$ cat src/rtl/twos_complement_serializer_pkg.sv
// ---------------------------------------------------------------------------
// twos_complement_serializer_pkg
// Shared definitions for the bit-serial two's-complement stage that follows
// the 16-bit bitwise negator.
//   - TCS_DEFAULT_WIDTH : data word width shared with the negator
//   - state_t           : serializer FSM encoding (IDLE / SHIFT / DONE)
// ---------------------------------------------------------------------------
package twos_complement_serializer_pkg;

  localparam int TCS_DEFAULT_WIDTH = 16;

  typedef enum logic [1:0] {
    ST_IDLE  = 2'd0,
    ST_SHIFT = 2'd1,
    ST_DONE  = 2'd2
  } state_t;

endpackage : twos_complement_serializer_pkg

$ cat src/rtl/twos_complement_serializer_cell.sv
// ---------------------------------------------------------------------------
// serial_half_adder_cell
// One-bit half adder used once per shift to add the running carry into the
// current LSB. Built from nand primitives in the same gate-level style as the
// negator's notgate.
// Ports:
//   a    in   data bit (shift register LSB)
//   cin  in   running carry
//   sum  out  a ^ cin
//   cout out  a & cin
// ---------------------------------------------------------------------------
module serial_half_adder_cell (
  input  logic a,
  input  logic cin,
  output logic sum,
  output logic cout
);

  logic nand_ab_s;
  logic nand_a_s;
  logic nand_c_s;

  // Classic four-nand XOR; the shared first nand also yields the AND.
  nand g_nab (nand_ab_s, a, cin);
  nand g_na  (nand_a_s, a, nand_ab_s);
  nand g_nc  (nand_c_s, cin, nand_ab_s);
  nand g_sum (sum, nand_a_s, nand_c_s);
  nand g_co  (cout, nand_ab_s, nand_ab_s);

endmodule : serial_half_adder_cell

$ cat src/rtl/twos_complement_serializer.sv
// ---------------------------------------------------------------------------
// twos_complement_serializer
// Adds 1 to the one's-complement word from the negator, one bit per cycle,
// LSB first, so negator + serializer give the full two's-complement negation.
// One word in flight; valid/ready on both sides.
// Ports:
//   clk        in   system clock, rising edge
//   rst_n      in   synchronous active-low reset
//   in_valid   in   upstream word available
//   in_ready   out  block can accept a word (IDLE and not in reset)
//   in_data    in   one's-complement word
//   out_valid  out  result available (registered)
//   out_ready  in   downstream accepts result
//   out_data   out  in_data + 1 mod 2**WIDTH (registered)
//   out_carry  out  final carry; set only for an all-ones input (registered)
//   out_ovf    out  signed overflow; set only for 0111..1 input (registered)
// ---------------------------------------------------------------------------
module twos_complement_serializer
  import twos_complement_serializer_pkg::*;
#(
  parameter int WIDTH = TCS_DEFAULT_WIDTH,
  parameter int CNT_W = 5
) (
  input  logic             clk,
  input  logic             rst_n,
  input  logic             in_valid,
  output logic             in_ready,
  input  logic [WIDTH-1:0] in_data,
  output logic             out_valid,
  input  logic             out_ready,
  output logic [WIDTH-1:0] out_data,
  output logic             out_carry,
  output logic             out_ovf
);

  localparam logic [WIDTH-1:0] MAX_POS  = {1'b0, {(WIDTH-1){1'b1}}};
  localparam logic [CNT_W-1:0] LAST_CNT = CNT_W'(WIDTH - 1);
  localparam logic [CNT_W-1:0] CNT_ONE  = CNT_W'(1);
  localparam logic [CNT_W-1:0] CNT_ZERO = '0;

  state_t           state_r;
  state_t           state_next_s;
  logic [WIDTH-1:0] sr_r;
  logic             carry_r;
  logic             ovf_r;
  logic [CNT_W-1:0] cnt_r;
  logic             out_valid_r;
  logic [WIDTH-1:0] out_data_r;
  logic             out_carry_r;
  logic             out_ovf_r;
  logic             sum_s;
  logic             cout_s;
  logic             last_shift_s;

  serial_half_adder_cell u_cell (
    .a    (sr_r[0]),
    .cin  (carry_r),
    .sum  (sum_s),
    .cout (cout_s)
  );

  // Ready only from the state register, and never while reset is held.
  assign in_ready     = rst_n & (state_r == ST_IDLE);
  assign last_shift_s = (cnt_r == LAST_CNT);

  assign out_valid = out_valid_r;
  assign out_data  = out_data_r;
  assign out_carry = out_carry_r;
  assign out_ovf   = out_ovf_r;

  // Next-state decode for the IDLE -> SHIFT -> DONE sequence.
  always_comb begin
    state_next_s = state_r;
    case (state_r)
      ST_IDLE: begin
        if (in_valid) begin
          state_next_s = ST_SHIFT;
        end else begin
          state_next_s = ST_IDLE;
        end
      end
      ST_SHIFT: begin
        if (last_shift_s) begin
          state_next_s = ST_DONE;
        end else begin
          state_next_s = ST_SHIFT;
        end
      end
      ST_DONE: begin
        if (out_ready) begin
          state_next_s = ST_IDLE;
        end else begin
          state_next_s = ST_DONE;
        end
      end
      default: begin
        state_next_s = ST_IDLE;
      end
    endcase
  end

  // State, datapath and output registers; reset discards any word in flight.
  always_ff @(posedge clk) begin
    if (!rst_n) begin
      state_r     <= ST_IDLE;
      sr_r        <= '0;
      carry_r     <= 1'b0;
      ovf_r       <= 1'b0;
      cnt_r       <= CNT_ZERO;
      out_valid_r <= 1'b0;
      out_data_r  <= '0;
      out_carry_r <= 1'b0;
      out_ovf_r   <= 1'b0;
    end else begin
      state_r <= state_next_s;
      case (state_r)
        ST_IDLE: begin
          if (in_valid) begin
            sr_r    <= in_data;
            carry_r <= 1'b1;
            cnt_r   <= CNT_ZERO;
            ovf_r   <= (in_data == MAX_POS);
          end
        end
        ST_SHIFT: begin
          // Sum bit enters at the MSB so after WIDTH shifts the word is in order.
          sr_r    <= {sum_s, sr_r[WIDTH-1:1]};
          carry_r <= cout_s;
          if (last_shift_s) begin
            cnt_r       <= CNT_ZERO;
            out_valid_r <= 1'b1;
            out_data_r  <= {sum_s, sr_r[WIDTH-1:1]};
            out_carry_r <= cout_s;
            out_ovf_r   <= ovf_r;
          end else begin
            cnt_r <= cnt_r + CNT_ONE;
          end
        end
        ST_DONE: begin
          if (out_ready) begin
            out_valid_r <= 1'b0;
          end
        end
        default: begin
          out_valid_r <= 1'b0;
        end
      endcase
    end
  end

endmodule : twos_complement_serializer

$ cat config.mk
export PLATFORM = sky130hd
export DESIGN_NAME = twos_complement_serializer
export DESIGN_NICKNAME = d
export VERILOG_FILES = /design/src/rtl/twos_complement_serializer_pkg.sv /design/src/rtl/twos_complement_serializer_cell.sv /design/src/rtl/twos_complement_serializer.sv
export SDC_FILE = /design/constraint.sdc
export NUM_CORES = 1
export LEC_CHECK = 0
export ABC_AREA = 1
export ABC_CLOCK_PERIOD_IN_PS = 2000
export CAP_MARGIN = 20
export CORE_MARGIN = 10
export CORE_UTILIZATION = 35
export DETAILED_ROUTE_END_ITERATION = 10
export SKIP_LAST_GASP = 1
export SLEW_MARGIN = 10
export SYNTH_ARGS = -nofsm -noshare
export SYNTH_HDL_FRONTEND = slang
export SYNTH_SLANG_ARGS = --single-unit
$ cat constraint.sdc
create_clock -name clk -period 2 [get_ports clk]
set_clock_uncertainty 0.05 [all_clocks]
set_input_delay 0.2 -clock clk [delete_from_list [all_inputs] [get_ports clk]]
set_output_delay 0.2 -clock clk [all_outputs]
set_load 0.01 [all_outputs]
==> flow_summary_export.csv <==
group,metric,value,unit
clocking,ctsHoldBuffers,0,
clocking,clock_latency,290,ps
floorplanning,die_h,94.3,um
critical_path,crit_fanout,5,
logic_synthesis,synth_nets,297,
drt,wirelength,4800,um
sta,hold_violations,0,
flow_run,drv_cap,0,
power_and_ir_drop,comb_power_share,11.3,%
power_and_ir_drop,vdd_drop_max,326,uV
floorplanning,coreArea,5240,um2
power_and_ir_drop,p_clk_share,36.4,%
floorplanning,die_w,94.3,um
critical_path,critPathKind,"reg -> out",
placed_design,dp_worst_setup_slack,301,ps
critical_path,path_delay_family,"buffers and inverters",
final_layout,area_growth,27.9,%
final_layout,antennaDiodeCount,0,
logic_synthesis,yosysWarnings,0,
drt,vias,1779,
global_routing,grt_pass1_vias,1669,
critical_path,critPathArrivalTime,1450,ps
sta,max_slew_margin,71.5,%
final_layout,drive_gt1_share,7.01,%
drt,drc,0,
critical_path,worstSetupStartpointType,"register",
critical_path,ff2ff_path_depth,7,
drt,first_iter_violations,131,
hold_path,min_path_cells,2,
critical_path,worstSetupPathDepth,2,
critical_path,crit_required,1750,ps
floorplanning,ios,40,
power_and_ir_drop,net-switching-power,0.000438,W
clocking,cts_setup_buffers,0,
critical_path,cp_cell_sequence,"nor3_1, clkdlybuf4s50_1",
drt,firstDrtPassIters,4,
power_and_ir_drop,total_power,0.00181,W
status,status,"complete, no violations",
final_layout,stdcell_area,2470,um2
drt,wl_per_cell,12.5,um
global_routing,grt_usage,11.1,%
sta,min_period,1700,ps
critical_path,slowest_stage,"clkdlybuf4s50_1",
logic_synthesis,synth_top_area_cell,"dfxtp_1",
sta,drv_slew,0,
clocking,clk_transition_reported_paths,80,ps
power_and_ir_drop,power_frac_seq,52.3,%
logic_synthesis,synthDominantCellAreaShare,45.6,%
critical_path,cpPeakStageDelay,580,ps
placed_design,dp.final_hpwl,3470,um
final_layout,fin_nets,335,
sta,setup_viol,0,
critical_path,path_buf_inv,1,
global_routing,grt_antenna_before_repair,0,
sta,max_freq,588,MHz
placed_design,globalplace.congestion,0.778,
critical_path,endpoint_kind,"primary output",
power_and_ir_drop,intPower,0.00137,W
final_layout,final_common_cell,"nand2_1",
sta,rsz0062_at_grt,"false",
power_and_ir_drop,swShare,24.2,%
clocking,cts-root-buf,"clkbuf_8",
sta,tns,0,ps
clocking,clockBufferDepth,2,
logic_synthesis,synth-seq-cells,44,
sta,worst_pin_slew,427,ps
drt,antenna_left,0,
global_routing,grt_overflow,0,
logic_synthesis,postSynthAreaPerCell,7.02,um2
floorplanning,dieArea,8890,um2
drt,viasPerCell,4.63,
logic_synthesis,yosysSeqAreaShare,45.6,%
clocking,cts_resized,0,
logic_synthesis,synth.area.top_cells,"dfxtp_1 (46%), nand2_1 (18%), nor2_1 (8.4%)",
sta,fin_ws,299,ps
placed_design,place_area,2360,um2
logic_synthesis,postSynthCellCount,275,
sta,finalCritPeriodShare,85.1,%
placed_design,numPortBuffers,39,
clocking,htreeDepth,2,
logic_synthesis,yosys.cell_types.count,25,
global_routing,grt_start_max_net_pins,24,
clocking,numClockSinks,44,
power_and_ir_drop,power.density,732,nW/um2
floorplanning,start_util,36.9,%
final_layout,mostFrequentLayoutCells,"nand2_1 (91), dfxtp_1 (44), nor2_1 (43)",
clocking,cts_tree,"done",
logic_synthesis,syn-cell-area,1930,um2
hold_path,hold_path_class,"reg -> reg",
floorplanning,rows,26,
power_and_ir_drop,leakage,1.02,nW
global_routing,grt_pass1_wl,7870,um
sta,fin_hold_ws,417,ps
clocking,cts_buffers,5,
==> per-layer routing <==
metal | track usage, % | vias up | part of all wire, %
met5 | 0 | - | 0
met4 | 5.70 | 0 | 1.1
met3 | 2.64 | 2 | 6.9
met2 | 16.7 | 51 | 42
met1 | 14.2 | 782 | 50
li1 | - | 944 | -
==> synth_stat cells (all sizes together) <==
library cell / n
nand2: 95
dfxtp: 44
o21ai: 21
a31oi: 1
inv: 18
nor3: 3
nor2: 45
a21oi: 26
ha: 2
nand3: 6
nand4: 2
buf: 8
clkbuf: 4
==> flip-flops by register name, indices dropped and copies added (netlist names) <==
name	cells
carry_r	1
cnt_r	5
out_carry	1
out_data	16
out_ovf	1
out_valid	1
ovf_r	1
sr_r	16
state_r	2
==> kinds of logic after synthesis <==
kind of cell	Yosys count	synth area share, %
flip-flops	44	45.6
AO/OA/AOI/OAI	48	12.9
buffers and inverters	30	7.45
adder cells (fa/ha/maj)	2	1.30
AND/OR/NAND/NOR	151	32.7
==> final timing paths <==
kind | startpoint | endpoint | slack, ps
max | state_r[0] | in_ready | 300
min reg2reg | out_data[10] | out_data[10] | 420
min | out_data[10] | out_data[10] | 420
max reg2reg | state_r[0] | cnt_r[3] | 470
==> power groups by stage <==
stage          Combinational, W  Sequential, W  Clock, W
3_3_place_gp           0.000203       0.000966         0
6_report               0.000204       0.000945  0.000659
5_1_grt                0.000233       0.000951  0.000718
4_1_cts                0.000206       0.000944  0.000674
2_1_floorplan          0.000133       0.000952         0
3_5_place_dp           0.000205       0.000965         0
==> worst reg2reg max path: stages (launching register included) <==
cell     delay, ps
dfxtp_1        450
nand2_4        200
inv_2          200
buf_4          220
nand2_1        120
nor2_1         110
nor2_1          50
nor2_1          70
==> metrics by stage <==
| stage | util (%) | cells |
|---|---|---|
| finish | 47.2 | 384 |
| global route | 47.2 | 384 |
| CTS | 47.2 | 384 |
| detailed placement | 45.1 | 376 |
| global placement | 45.1 | 376 |
| floorplan | - | 275 |
==> layout make-up <==
class | count | area, um2
Timing Repair Buffer | 43 | 420
Multi-Input combinational cell | 201 | 906
Inverter | 18 | 67.6
Clock inverter | 2 | 35.0
Fill cell | 546 | 2770
Sequential cell | 44 | 881
Tap cell | 70 | 87.6
Clock buffer | 6 | 72.6
Power figures use the tool's default switching activity.
